File: src/rtl/lsu_pkg.sv
// Shared definitions for the multi-cycle load/store unit: op codes, FSM states,
// exception causes and op-classification helpers.
package lsu_pkg;

   localparam logic [3:0] LSU_NOP = 4'h0;
   localparam logic [3:0] LSU_LB  = 4'h1;
   localparam logic [3:0] LSU_LBU = 4'h2;
   localparam logic [3:0] LSU_LH  = 4'h3;
   localparam logic [3:0] LSU_LHU = 4'h4;
   localparam logic [3:0] LSU_LW  = 4'h5;
   localparam logic [3:0] LSU_SB  = 4'h6;
   localparam logic [3:0] LSU_SH  = 4'h7;
   localparam logic [3:0] LSU_SW  = 4'h8;
   localparam logic [3:0] LSU_LL  = 4'h9;
   localparam logic [3:0] LSU_SC  = 4'hA;

   localparam logic [4:0] CAUSE_ADEL   = 5'd4;
   localparam logic [4:0] CAUSE_ADES   = 5'd5;
   localparam logic [4:0] CAUSE_BUSERR = 5'd7;

   typedef enum logic [1:0] {
      ST_IDLE = 2'd0,
      ST_BUS  = 2'd1,
      ST_DONE = 2'd2
   } lsu_state_e;

   function automatic logic is_mem_op(input logic [3:0] op);
      return op inside {LSU_LB, LSU_LBU, LSU_LH, LSU_LHU, LSU_LW,
                        LSU_SB, LSU_SH, LSU_SW, LSU_LL, LSU_SC};
   endfunction

   function automatic logic is_store(input logic [3:0] op);
      return op inside {LSU_SB, LSU_SH, LSU_SW, LSU_SC};
   endfunction

   // Halfwords need bit 0 clear; word-sized ops need both low bits clear.
   function automatic logic misaligned(input logic [3:0] op, input logic [1:0] a);
      logic m;
      m = 1'b0;
      if (op inside {LSU_LH, LSU_LHU, LSU_SH})
         m = a[0];
      else if (op inside {LSU_LW, LSU_SW, LSU_LL, LSU_SC})
         m = (a != 2'b00);
      return m;
   endfunction

endpackage

File: src/rtl/mem_lsu_lane.sv
// Byte-lane steering for a big-endian bus of DW bits: lane enables, store data
// replication and load data extraction with sign/zero extension.
module lsu_lane
   import lsu_pkg::*;
#(
   parameter int unsigned DW = 32
) (
   input  logic [3:0]               op_i,
   input  logic [$clog2(DW/8)-1:0]  off_i,
   input  logic [31:0]              wdata_i,
   input  logic [DW-1:0]            rdata_i,
   output logic [DW/8-1:0]          sel_o,
   output logic [DW-1:0]            wdata_o,
   output logic [31:0]              ldata_o
);

   localparam int unsigned SW = DW / 8;

   logic [31:0] o_c, ho_c, wo_c;
   logic [7:0]  byte_c;
   logic [15:0] half_c;
   logic [31:0] word_c;

   // Byte offset 0 sits in the most significant lane, so shift down from the top.
   always_comb begin
      o_c    = 32'(off_i);
      ho_c   = o_c & 32'hFFFF_FFFE;
      wo_c   = o_c & 32'hFFFF_FFFC;
      byte_c = 8'(rdata_i >> (8 * (SW - 1 - o_c)));
      half_c = 16'(rdata_i >> (8 * (SW - 2 - ho_c)));
      word_c = 32'(rdata_i >> (8 * (SW - 4 - wo_c)));
   end

   always_comb begin
      sel_o   = '0;
      wdata_o = '0;
      ldata_o = '0;
      case (op_i)
         LSU_LB: begin
            sel_o   = SW'(1) << (SW - 1 - o_c);
            ldata_o = {{24{byte_c[7]}}, byte_c};
         end
         LSU_LBU: begin
            sel_o   = SW'(1) << (SW - 1 - o_c);
            ldata_o = {24'h0, byte_c};
         end
         LSU_LH: begin
            sel_o   = SW'(2'b11) << (SW - 2 - ho_c);
            ldata_o = {{16{half_c[15]}}, half_c};
         end
         LSU_LHU: begin
            sel_o   = SW'(2'b11) << (SW - 2 - ho_c);
            ldata_o = {16'h0, half_c};
         end
         LSU_LW, LSU_LL: begin
            sel_o   = SW'(4'hF) << (SW - 4 - wo_c);
            ldata_o = word_c;
         end
         LSU_SB: begin
            sel_o   = SW'(1) << (SW - 1 - o_c);
            wdata_o = {SW{wdata_i[7:0]}};
         end
         LSU_SH: begin
            sel_o   = SW'(2'b11) << (SW - 2 - ho_c);
            wdata_o = {(SW / 2){wdata_i[15:0]}};
         end
         LSU_SW, LSU_SC: begin
            sel_o   = SW'(4'hF) << (SW - 4 - wo_c);
            wdata_o = {(DW / 32){wdata_i}};
         end
         default: ;
      endcase
   end

endmodule

File: src/rtl/mem_lsu.sv
// Multi-cycle load/store unit: one req/ack bus transaction per memory op, with
// pipeline stall, LL/SC link bit, alignment checks, bus errors and timeout.
module mem_lsu
   import lsu_pkg::*;
#(
   parameter int unsigned AW      = 32,
   parameter int unsigned DW      = 32,
   parameter int unsigned TIMEOUT = 255
) (
   input  logic              clk,
   input  logic              rst,
   input  logic              op_valid_i,
   input  logic [3:0]        op_i,
   input  logic [AW-1:0]     addr_i,
   input  logic [31:0]       wdata_i,
   input  logic              flush_i,
   input  logic              llclr_i,
   output logic              bus_req_o,
   output logic              bus_we_o,
   output logic [AW-1:0]     bus_addr_o,
   output logic [DW/8-1:0]   bus_sel_o,
   output logic [DW-1:0]     bus_wdata_o,
   input  logic              bus_ack_i,
   input  logic [DW-1:0]     bus_rdata_i,
   input  logic              bus_err_i,
   output logic              stall_req_o,
   output logic              done_o,
   output logic [31:0]       rdata_o,
   output logic              exc_adel_o,
   output logic              exc_ades_o,
   output logic              exc_buserr_o,
   output logic              llbit_o
);

   localparam int unsigned SW = DW / 8;
   localparam int unsigned OW = $clog2(SW);
   localparam int unsigned CW = (TIMEOUT > 1) ? $clog2(TIMEOUT) : 1;

   lsu_state_e     state_q;
   logic [3:0]     op_q;
   logic [OW-1:0]  off_q;
   logic [CW-1:0]  cnt_q;
   logic           flushed_q;
   logic           llbit_q;
   logic           bus_req_q;
   logic           bus_we_q;
   logic [AW-1:0]  bus_addr_q;
   logic [SW-1:0]  bus_sel_q;
   logic [DW-1:0]  bus_wdata_q;
   logic           done_q;
   logic [31:0]    rdata_q;
   logic           adel_q;
   logic           ades_q;
   logic           buserr_q;

   logic           accept_c;
   logic           misalign_c;
   logic           timeout_c;
   logic           kill_c;
   logic [3:0]     lane_op_c;
   logic [OW-1:0]  lane_off_c;
   logic [SW-1:0]  lane_sel_c;
   logic [DW-1:0]  lane_wdata_c;
   logic [31:0]    lane_ldata_c;

   always_comb begin
      accept_c   = (state_q == ST_IDLE) && op_valid_i && is_mem_op(op_i) && !flush_i;
      misalign_c = misaligned(op_i, addr_i[1:0]);
      timeout_c  = (TIMEOUT != 0) && (32'(cnt_q) == TIMEOUT - 1);
      kill_c     = flushed_q || flush_i;
      // Lanes follow the live op while accepting and the captured op while on the bus.
      lane_op_c  = (state_q == ST_BUS) ? op_q  : op_i;
      lane_off_c = (state_q == ST_BUS) ? off_q : addr_i[OW-1:0];
   end

   lsu_lane #(.DW(DW)) u_lane (
      .op_i    (lane_op_c),
      .off_i   (lane_off_c),
      .wdata_i (wdata_i),
      .rdata_i (bus_rdata_i),
      .sel_o   (lane_sel_c),
      .wdata_o (lane_wdata_c),
      .ldata_o (lane_ldata_c)
   );

   always_ff @(posedge clk) begin
      if (rst) begin
         state_q     <= ST_IDLE;
         op_q        <= LSU_NOP;
         off_q       <= '0;
         cnt_q       <= '0;
         flushed_q   <= 1'b0;
         llbit_q     <= 1'b0;
         bus_req_q   <= 1'b0;
         bus_we_q    <= 1'b0;
         bus_addr_q  <= '0;
         bus_sel_q   <= '0;
         bus_wdata_q <= '0;
         done_q      <= 1'b0;
         rdata_q     <= '0;
         adel_q      <= 1'b0;
         ades_q      <= 1'b0;
         buserr_q    <= 1'b0;
      end else begin
         done_q   <= 1'b0;
         adel_q   <= 1'b0;
         ades_q   <= 1'b0;
         buserr_q <= 1'b0;
         case (state_q)
            ST_IDLE: begin
               if (accept_c) begin
                  op_q      <= op_i;
                  off_q     <= addr_i[OW-1:0];
                  cnt_q     <= '0;
                  flushed_q <= 1'b0;
                  if (misalign_c) begin
                     state_q <= ST_DONE;
                     adel_q  <= !is_store(op_i);
                     ades_q  <= is_store(op_i);
                  end else if (op_i == LSU_SC && !llbit_q) begin
                     state_q <= ST_DONE;
                     done_q  <= 1'b1;
                     rdata_q <= 32'd0;
                  end else begin
                     state_q     <= ST_BUS;
                     bus_req_q   <= 1'b1;
                     bus_we_q    <= is_store(op_i);
                     bus_addr_q  <= {addr_i[AW-1:OW], OW'(0)};
                     bus_sel_q   <= lane_sel_c;
                     bus_wdata_q <= lane_wdata_c;
                  end
               end
            end
            ST_BUS: begin
               cnt_q <= cnt_q + CW'(1);
               if (flush_i)
                  flushed_q <= 1'b1;
               // A flushed op still finishes on the bus but reports nothing.
               if (bus_err_i || timeout_c) begin
                  state_q   <= ST_DONE;
                  bus_req_q <= 1'b0;
                  buserr_q  <= !kill_c;
               end else if (bus_ack_i) begin
                  state_q   <= ST_DONE;
                  bus_req_q <= 1'b0;
                  if (!kill_c) begin
                     done_q <= 1'b1;
                     if (op_q == LSU_SC)
                        rdata_q <= 32'd1;
                     else if (!is_store(op_q))
                        rdata_q <= lane_ldata_c;
                     if (op_q == LSU_LL)
                        llbit_q <= 1'b1;
                     else if (op_q == LSU_SC)
                        llbit_q <= 1'b0;
                  end
               end
            end
            ST_DONE: state_q <= ST_IDLE;
            default: state_q <= ST_IDLE;
         endcase
         if (llclr_i)
            llbit_q <= 1'b0;
      end
   end

   assign bus_req_o    = bus_req_q;
   assign bus_we_o     = bus_we_q;
   assign bus_addr_o   = bus_addr_q;
   assign bus_sel_o    = bus_sel_q;
   assign bus_wdata_o  = bus_wdata_q;
   assign stall_req_o  = !rst && (accept_c || (state_q == ST_BUS));
   assign done_o       = done_q;
   assign rdata_o      = rdata_q;
   assign exc_adel_o   = adel_q;
   assign exc_ades_o   = ades_q;
   assign exc_buserr_o = buserr_q;
   assign llbit_o      = llbit_q;

endmodule

File: config.mk
export PLATFORM = sky130hd
export DESIGN_NAME = mem_lsu
export DESIGN_NICKNAME = d
export VERILOG_FILES = /design/src/rtl/lsu_pkg.sv /design/src/rtl/mem_lsu_lane.sv /design/src/rtl/mem_lsu.sv
export SDC_FILE = /design/constraint.sdc
export NUM_CORES = 1
export LEC_CHECK = 0
export CAP_MARGIN = 20
export CORE_ASPECT_RATIO = 0.5
export CORE_MARGIN = 4
export CORE_UTILIZATION = 40
export CTS_CLUSTER_DIAMETER = 50
export CTS_CLUSTER_SIZE = 30
export DETAILED_ROUTE_END_ITERATION = 8
export PLACE_DENSITY = 0.75
export RECOVER_POWER = 25
export SLEW_MARGIN = 10
export SYNTH_ARGS = -nofsm -noshare
export SYNTH_HDL_FRONTEND = slang
export SYNTH_SLANG_ARGS = --single-unit
File: constraint.sdc
create_clock -name clk -period 2.6 [get_ports clk]
set_input_delay 0.65 -clock clk [delete_from_list [all_inputs] [get_ports clk]]
set_output_delay 0.65 -clock clk [all_outputs]
set_load 0.05 [all_outputs]
# ---- Word level (Yosys, flattened, before mapping)
# Index checks and enable logic that the tools add are counted.
dict set report classes {
  n_eq_ne 37
  reduce_logical 38
  add_sub_neg 3
  n_shift 4
  bitwise_logic 7
  mux 42
}
# operator n
set op_table {}
lappend op_table {{32-bit 2-to-1 mux} 8}
lappend op_table {{32-bit one-hot mux with 5 select lines} 1}
lappend op_table {{32-bit one-hot mux with 3 select lines} 1}
lappend op_table {{32-bit one-hot mux with 2 select lines} 1}
lappend op_table {{4-bit by 3-bit == test with 1-bit output (second input constant)} 10}
lappend op_table {{4-bit == test (second input constant)} 9}
lappend op_table {{1-bit by 32-bit << shifter with 4-bit output (first input constant)} 1}
lappend op_table {{2-bit by 32-bit << shifter with 4-bit output (first input constant)} 1}
lappend op_table {{32-bit by 32-bit right shift with 16-bit output} 1}
lappend op_table {{32-bit by 32-bit right shift with 8-bit output} 1}
lappend op_table {{1-bit 2-to-1 mux} 17}
lappend op_table {{4-bit by 2-bit == test with 1-bit output (second input constant)} 4}
lappend op_table {{8-bit one-hot mux with 2 select lines} 1}
lappend op_table {{2-bit inequality test (second input constant)} 7}
lappend op_table {{2-bit 2-to-1 mux} 6}
lappend op_table {{4-bit one-hot mux with 3 select lines} 1}
lappend op_table {{4-bit nonzero test} 3}
lappend op_table {{5-bit AND reduction} 2}
lappend op_table {{10-bit nonzero test} 1}
lappend op_table {{3-bit OR reduction} 3}
lappend op_table {{8-bit by 1-bit adder with 8-bit output (second input constant)} 1}
lappend op_table {{4-bit by 1-bit == test with 1-bit output (second input constant)} 2}
lappend op_table {{8-bit == test (second input constant)} 1}
lappend op_table {{8-bit 2-to-1 mux} 1}
lappend op_table {{other kinds (20)} 47}
dict set report totals {
  wordCells 147
  out_inout_bits 108
  register_bits 122
  input_bits 107
}

# ---- Depth between registers and ports, before layout
# Gate-level depths: netlist (run 1).
dict set report logic_depth {
  word_depth 11
  ltp_mapped 10
  mapped_depth_nobuf 8
}

# ---- Hierarchy
# A second synthesis (run 1) with hierarchy kept.
dict set report hier_totals {
  cells_unflattened 764
  area_unflattened_um2 6361.1
}
# mod area_per_inst_um2 n_inst cells_each seq_area_each_um2
set modules_own_cells {}
lappend modules_own_cells {mem_lsu 5081.1 1 594 2442.3}
lappend modules_own_cells {lsu_lane 1280.0 1 170 0.0}

# ---- Least setup slack after synthesis (run 1)
# No wires, ideal clock.
dict set report synth_timing {
  path_type {input to output}
  startpoint {input port flush_i}
  endpoint {output port stall_req_o}
  required_ns 1.950
  arrival_time_ns 2.371
  n_path_buf 0
  cell_stages 4
  slack_ns -0.421
  cell_sequence {or4b_4 a221oi_2 nor2_1 nor2_1}
}
dict set report synth_via {
  elab_chain_cells 4
}
# item line
set synth_lines {}
lappend synth_lines {{start, declared} mem_lsu.sv:16} ;# input logic flush_i,
lappend synth_lines {{1-bit zero test} mem_lsu.sv:67} ;# accept_c = (state_q == ST_IDLE) && op_valid_i && is_mem_op(op_i) && !flush_i;
lappend synth_lines {{1-bit logical AND} mem_lsu.sv:67}
lappend synth_lines {{1-bit logical OR} mem_lsu.sv:172} ;# assign stall_req_o = !rst && (accept_c || (state_q == ST_BUS));
lappend synth_lines {{1-bit logical AND} mem_lsu.sv:172}
lappend synth_lines {{end, declared} mem_lsu.sv:26} ;# output logic stall_req_o,
# Every way passes these cells.

# ---- Worst setup path after layout (run 1)
# Ends and elaborated chain as after synthesis.

==> results of run 1 <==
[how the worst max path moves through the flow]
| stage | endpoint | start | slack, ps |
|---|---|---|---|
| after floorplan | stall_req_o | flush_i | 20 |
| after global placement | bus_wdata_o[13] | flush_i | -410 |
| after detailed placement | bus_wdata_o[13] | op_valid_i | -440 |
| after CTS | stall_req_o | state_q[0] | -3 |
| after global routing | stall_req_o | state_q[0] | -20 |
| final | stall_req_o | flush_i | 20 |
[area by class of cell]
class	instances	area, µm²
clock buffer	17	425
clock inverter	15	143
fill	1141	4700
inverter	5	18.8
multi-input combinational	505	3090
sequential	122	2450
tap	192	240
timing repair buffer	295	2820
[flip-flops by register name, indices dropped and copies added (netlist names), 2 cells and up]
| register | cells |
|---|---|
| state_q | 2 |
| bus_wdata_o | 32 |
| cnt_q | 8 |
| rdata_o | 32 |
| bus_addr_o | 30 |
| off_q | 2 |
| bus_sel_o | 4 |
| op_q | 4 |
[cell families after synthesis]
| logic type | synth area share (%) |
|---|---|
| flops | 42.1 |
| mux | 3.49 |
| xor+xnor | 0.905 |
| buf+inv | 5.49 |
| compound gates | 26.6 |
| simple gates | 21.0 |
| other cells | 0.0646 |
| fa+ha+maj | 0.431 |
[layout by cell type, fill, tap and decap left out, drive strengths merged, types with 5 or more instances in the layout]
| master | n |
|---|---|
| a211oi | 10 |
| a21o | 21 |
| a21oi | 66 |
| a221o | 10 |
| a221oi | 29 |
| a22o | 27 |
| a31oi | 5 |
| buf | 86 |
| clkbuf | 17 |
| clkdlybuf4s50 | 204 |
| clkinv | 5 |
| dfxtp | 122 |
| inv | 10 |
| mux2i | 13 |
| nand2 | 131 |
| nand3 | 12 |
| nor2 | 58 |
| nor2b | 8 |
| nor3 | 36 |
| o21ai | 5 |
| o2bb2ai | 8 |
| or3 | 5 |
| xor2 | 5 |
[routing by layer]
| layer | vias up | part of all wire, % |
|---|---|---|
| met5 | - | 0 |
| met4 | 0 | 2.1 |
| met3 | 30 | 8.6 |
| met2 | 255 | 47 |
| met1 | 2963 | 43 |
| li1 | 3018 | - |
[stage by stage]
step	hold WS (ps)	power (W)	setup WS [ps]	instances	utilization, %
2_1_floorplan	422	0.00256	23.5	690	-
3_3_place_gp	438	0.00303	-408	1113	61.6
3_5_place_dp	447	0.00304	-437	1113	61.6
4_1_cts	455	0.00534	-3.20	1148	65.9
5_1_grt	470	0.00551	-18.2	1151	66.1
6_report	451	0.00530	19.1	1151	66.1
[repair_timing]
| item | in CTS | in global routing |
|---|---|---|
| setup endpoints to repair | 1 | 17 |
| buffers inserted | 3 | 3 |
| pin swaps | 4 | 4 |
| endpoints found under the hold margin | 0 | 0 |
| gates resized for setup | 13 | 2 |
[power by group]
group	leakage, nW	switching, W	total [W]	internal (W)
Clock	0.269	0.000946	0.00228	0.00133
Combinational	2.37	0.000587	0.00106	0.000472
Sequential	0.989	0.0000331	0.00196	0.00192
[worst reg2reg max path, stage by stage, from the launching register on]
cell and delay (ps):
dfxtp_4 360, or4b_4 540, buf_4 150, a221o_1 270, a311o_2 350, buf_4 250
a221oi_1 330, nor3_1 80
==> flow_metrics.tcl, run 1 <==
set metrics [dict create \
    yosysMostFrequentCell "nand2_1" \
    ys_ff_latch 122 \
    slew_headroom_pct 61.2 \
    grt_pass1_wl_um 30800 \
    cts_tree "yes" \
    cp_max_fo 2 \
    htree_num_levels 4 \
    ios 215 \
    seq_area_frac_synth_pct 42.1 \
    tightestPinTransition_ps 582 \
    nets 1055 \
    r2r_slack_ps 140 \
    drcViolationCount 0 \
    fin_skew_ps 11.5 \
    critical_path.slowest_cell "or4b_4" \
    met2_usage_pct 37.0 \
    antennaDiodeCount 0 \
    num_vias 6266 \
    clockRootBuffer "clkbuf_16" \
    dp_hpwl_um 14600 \
    syn_avg_cell_area_um2 8.43 \
    netlist_top_cells_count "nand2_1 (131), dfxtp_1 (122), a21oi_1 (64)" \
    grt_max_degree 55 \
    met1_usage_pct 29.9 \
    hold_path_class "reg -> reg" \
    cts_sinks 122 \
    setup_viol 0 \
    power_density_nw_per_um2 577 \
    yosys-top-cells-area "dfxtp_1 (42%), nand2_1 (8.5%), a21oi_1 (5.5%)" \
    power_leakage_nw 3.63 \
    regToRegEndpoint "bus_wdata_o[13]" \
    drtIter0Drc 458 \
    synth_cells 689 \
    placed_area_um2 8560 \
    worst_setup_path_end_kind "output port" \
    cp.depth 6 \
    cpLargestDelayFamily "simple AND/OR/NAND/NOR gates" \
    first_global_vias 5920 \
    finalSetupTns_ps 0 \
    status "completed" \
    first_pass_iters 5 \
    rsz0062_at_grt "yes" \
    ctsHoldBuffers 0 \
    grt_antenna_before_repair 0 \
    crit_chain "buf_2 > or4b_4 > a221oi_4 > nor2_2 > nor2_4 > buf_12" \
    synth_top_cell_area_share_pct 42.1 \
    max-cap-violations 0 \
    drv_slew 0 \
    peakVddDrop_v 0.000387 \
    cts_buffer_depth 2 \
    top_usage_layer "met2" \
    std_cell_rows 30 \
    period_share_pct 99.3 \
    syn-cell-area_um2 5810 \
    grt_util_met3_pct 6.50 \
    hold_start "bus_wdata_o[3]" \
    crit_arrival_ps 1930 \
    cp_num_buf_inv 2 \
    synth_cell_type_count 61 \
    track_usage_pct 23.0 \
    path_class "in -> out" \
    numPortBuffers 212 \
    clk_latency_ps 410 \
    synthFlopType "dfxtp_1" \
    synth_edf_count 0 \
    ant_nets 0 \
    required_ps 1950 \
    hold_end "bus_wdata_o[3]" \
    die_width_um 178 \
    cts_made_buffers 17 \
    finalHoldViolCount 0 \
    rr_worst_depth 7 \
    core_region_area_um2 13900 \
    routed_wl_um 19900 \
    layout-drive-gt1-share_pct 15.3 \
    whs_path_depth 2 \
    yosysTopAreaCell "dfxtp_1" \
    die_y_um 93.2 \
    wl_per_cell_um 17.3 \
    dieArea_um2 16600 \
    ys_warn_count 0 \
    finalInstanceArea_um2 9190 \
    clk_pin_slew_ps 70 \
    async_flop_share_pct 0 \
    fmax_mhz 387 \
    rr_startpoint "state_q[0]" \
    period_needed_ps 2580 \
    syn2layout_area_growth_pct 58.2 \
    overflow 0 \
    crit_path_start_kind "input pin" \
    avgViaCountPerCell 5.44 \
    slowest_delay_ps 550 \
    place_congestion 0.887 \
    start_util_pct 41.8 \
]
Power figures use the tool's default switching activity.
==> inputs of run 2 (changes only) <==
--- a/config.mk
+++ b/config.mk
@@ -14,7 +14,6 @@
 export DETAILED_ROUTE_END_ITERATION = 8
 export PLACE_DENSITY = 0.75
 export RECOVER_POWER = 25
-export SLEW_MARGIN = 10
 export SYNTH_ARGS = -nofsm -noshare
 export SYNTH_HDL_FRONTEND = slang
 export SYNTH_SLANG_ARGS = --single-unit
==> results of run 2 <==
The final DEF is identical to that of run 1; final timing and power are the same.
==> inputs of run 3 (changes only) <==
--- a/config.mk
+++ b/config.mk
@@ -14,6 +14,7 @@
 export DETAILED_ROUTE_END_ITERATION = 8
 export PLACE_DENSITY = 0.75
 export RECOVER_POWER = 25
+export SKIP_CTS_REPAIR_TIMING = 1
 export SYNTH_ARGS = -nofsm -noshare
 export SYNTH_HDL_FRONTEND = slang
 export SYNTH_SLANG_ARGS = --single-unit
==> run 3 against run 2 <==
  * The flow now finishes with violations (negative setup slack)
  * Register-to-register slack gained 50 ps
  * Die area unchanged
  * Core utilization about the same
  * Total power about the same
  * Non-clock buffer count decreased by 4
  * Cell area about the same
  * Flip-flop and latch count unchanged
  * First-iteration DRC count shrank 4.4%
  * Critical endpoint unchanged
  * Highest routed layer unchanged
==> flow_metrics.tcl, run 3 (synthesis gave the netlist of run 1 again) <==
set metrics [dict create \
    slew_headroom_pct 60.6 \
    grt_pass1_wl_um 30700 \
    dp_hpwl_um 14600 \
    syn2layout_area_growth_pct 58.1 \
    ios 215 \
    std_cell_rows 30 \
    clk_pin_slew_ps 70 \
    violations "negative setup slack" \
    die_width_um 178 \
    finalSetupTns_ps -13.1 \
    htree_num_levels 4 \
    finalHoldViolCount 0 \
    crit_arrival_ps 1960 \
    layout_common_cells "clkdlybuf4s50_1 (204), nand2_1 (131), dfxtp_1 (121)" \
    required_ps 1950 \
    core_region_area_um2 13900 \
    fillers 1131 \
    die_y_um 93.2 \
    power_leakage_nw 3.66 \
    cts_tree "yes" \
    numPortBuffers 212 \
    place_congestion 0.887 \
    path_class "in -> out" \
    routed_wl_um 19900 \
    period_needed_ps 2610 \
    crit_path_start_kind "input pin" \
    grt_antenna_before_repair 0 \
    drtIter0Drc 438 \
    start_util_pct 41.8 \
    cts_sinks 122 \
    period_share_pct 101 \
    track_usage_pct 22.9 \
    layout-drive-gt1-share_pct 14.8 \
    tightestPinTransition_ps 591 \
    cts_buffer_depth 2 \
    nets 1051 \
    power_density_nw_per_um2 577 \
    grt_max_degree 55 \
    peakVddDrop_v 0.000390 \
    first_pass_iters 5 \
    finalWorstSetupSlack_ps -13.1 \
    status "complete, but fails checks" \
    fmax_mhz 383 \
    first_global_vias 5884 \
    num_vias 6234 \
    placed_area_um2 8560 \
    setup_viol 1 \
    cp_max_fo 3 \
    avgViaCountPerCell 5.44 \
    antennaDiodeCount 0 \
    overflow 0 \
    finalInstanceArea_um2 9180 \
    wl_per_cell_um 17.4 \
    dpl_worst_slack_ps -437 \
    rsz0062_at_grt "yes" \
    cts_made_buffers 17 \
    clk_latency_ps 400 \
    fin_skew_ps 10.5 \
    ant_nets 0 \
    max-cap-violations 0 \
    drcViolationCount 0 \
    dieArea_um2 16600 \
    hold_path_class "reg -> reg" \
    worst_setup_path_end_kind "output port" \
    final_common_cell "clkdlybuf4s50_1" \
    clockRootBuffer "clkbuf_16" \
    drv_slew 0 \
]
[run 3: changes by cell type in the layout (fill, tap and decap cells not counted), sizes merged]
cell,before,now
buf,86,80
dlymetal6s2s,0,6
dlygate4sd2,4,0
clkbuf,17,18
clkdlybuf4s15,1,0
[run 3: cell type report]
cell class / instances / area [µm²] / share of cell area, %
clock buffer: 17 / 425 / 4.63
clock inverter: 15 / 143 / 1.55
inverter: 5 / 18.8 / 0.204
multi-input combinational: 505 / 3100 / 33.8
sequential: 122 / 2450 / 26.6
tap: 192 / 240 / 2.62
timing repair buffer: 291 / 2810 / 30.6
[run 3: final timing paths]
| check | depth (start not counted) | from | slack [ps] | end |
|---|---|---|---|---|
| max | 6 | flush_i | -10 | stall_req_o |
| min | 2 | bus_wdata_o[3] | 450 | bus_wdata_o[3] |
| max reg2reg | 11 | state_q[0] | 190 | rdata_o[12] |
| min reg2reg | 2 | bus_wdata_o[3] | 450 | bus_wdata_o[3] |
[run 3: layer usage]
metal  vias to the layer above  global-route usage, %  wire length (µm)
li1                       3007                      -                 -
met1                      2975                   30.0              8680
met2                       223                   36.8              9270
met3                        29                   6.34              1540
met4                         0                   7.21               408
met5                         -                      0                 0
[run 3: critical path: stages]
cell            delay, ps
dlymetal6s2s_1        130
or4b_4                550
a221oi_4              270
nor2_2                 90
nor2_4                130
buf_12                140
[run 3: report_power, final]
group / leakage [nW] / total (W) / switching [W] / internal [W]
sequential: 0.989 / 0.00196 / 0.0000331 / 0.00192
combinational: 2.40 / 0.00106 / 0.000587 / 0.000469
clock: 0.269 / 0.00228 / 0.000951 / 0.00133
total: 3.66 / 0.00530 / 0.00157 / 0.00373
[run 3: metrics by stage]
step	util [%]	hold slack (ps)	total power (W)	std cells
finish	66.1	451	0.00530	1147
global route	66.1	470	0.00550	1147
CTS	65.7	455	0.00534	1145
detailed placement	61.6	447	0.00304	1113
global placement	61.6	438	0.00303	1113
floorplan	-	422	0.00256	690
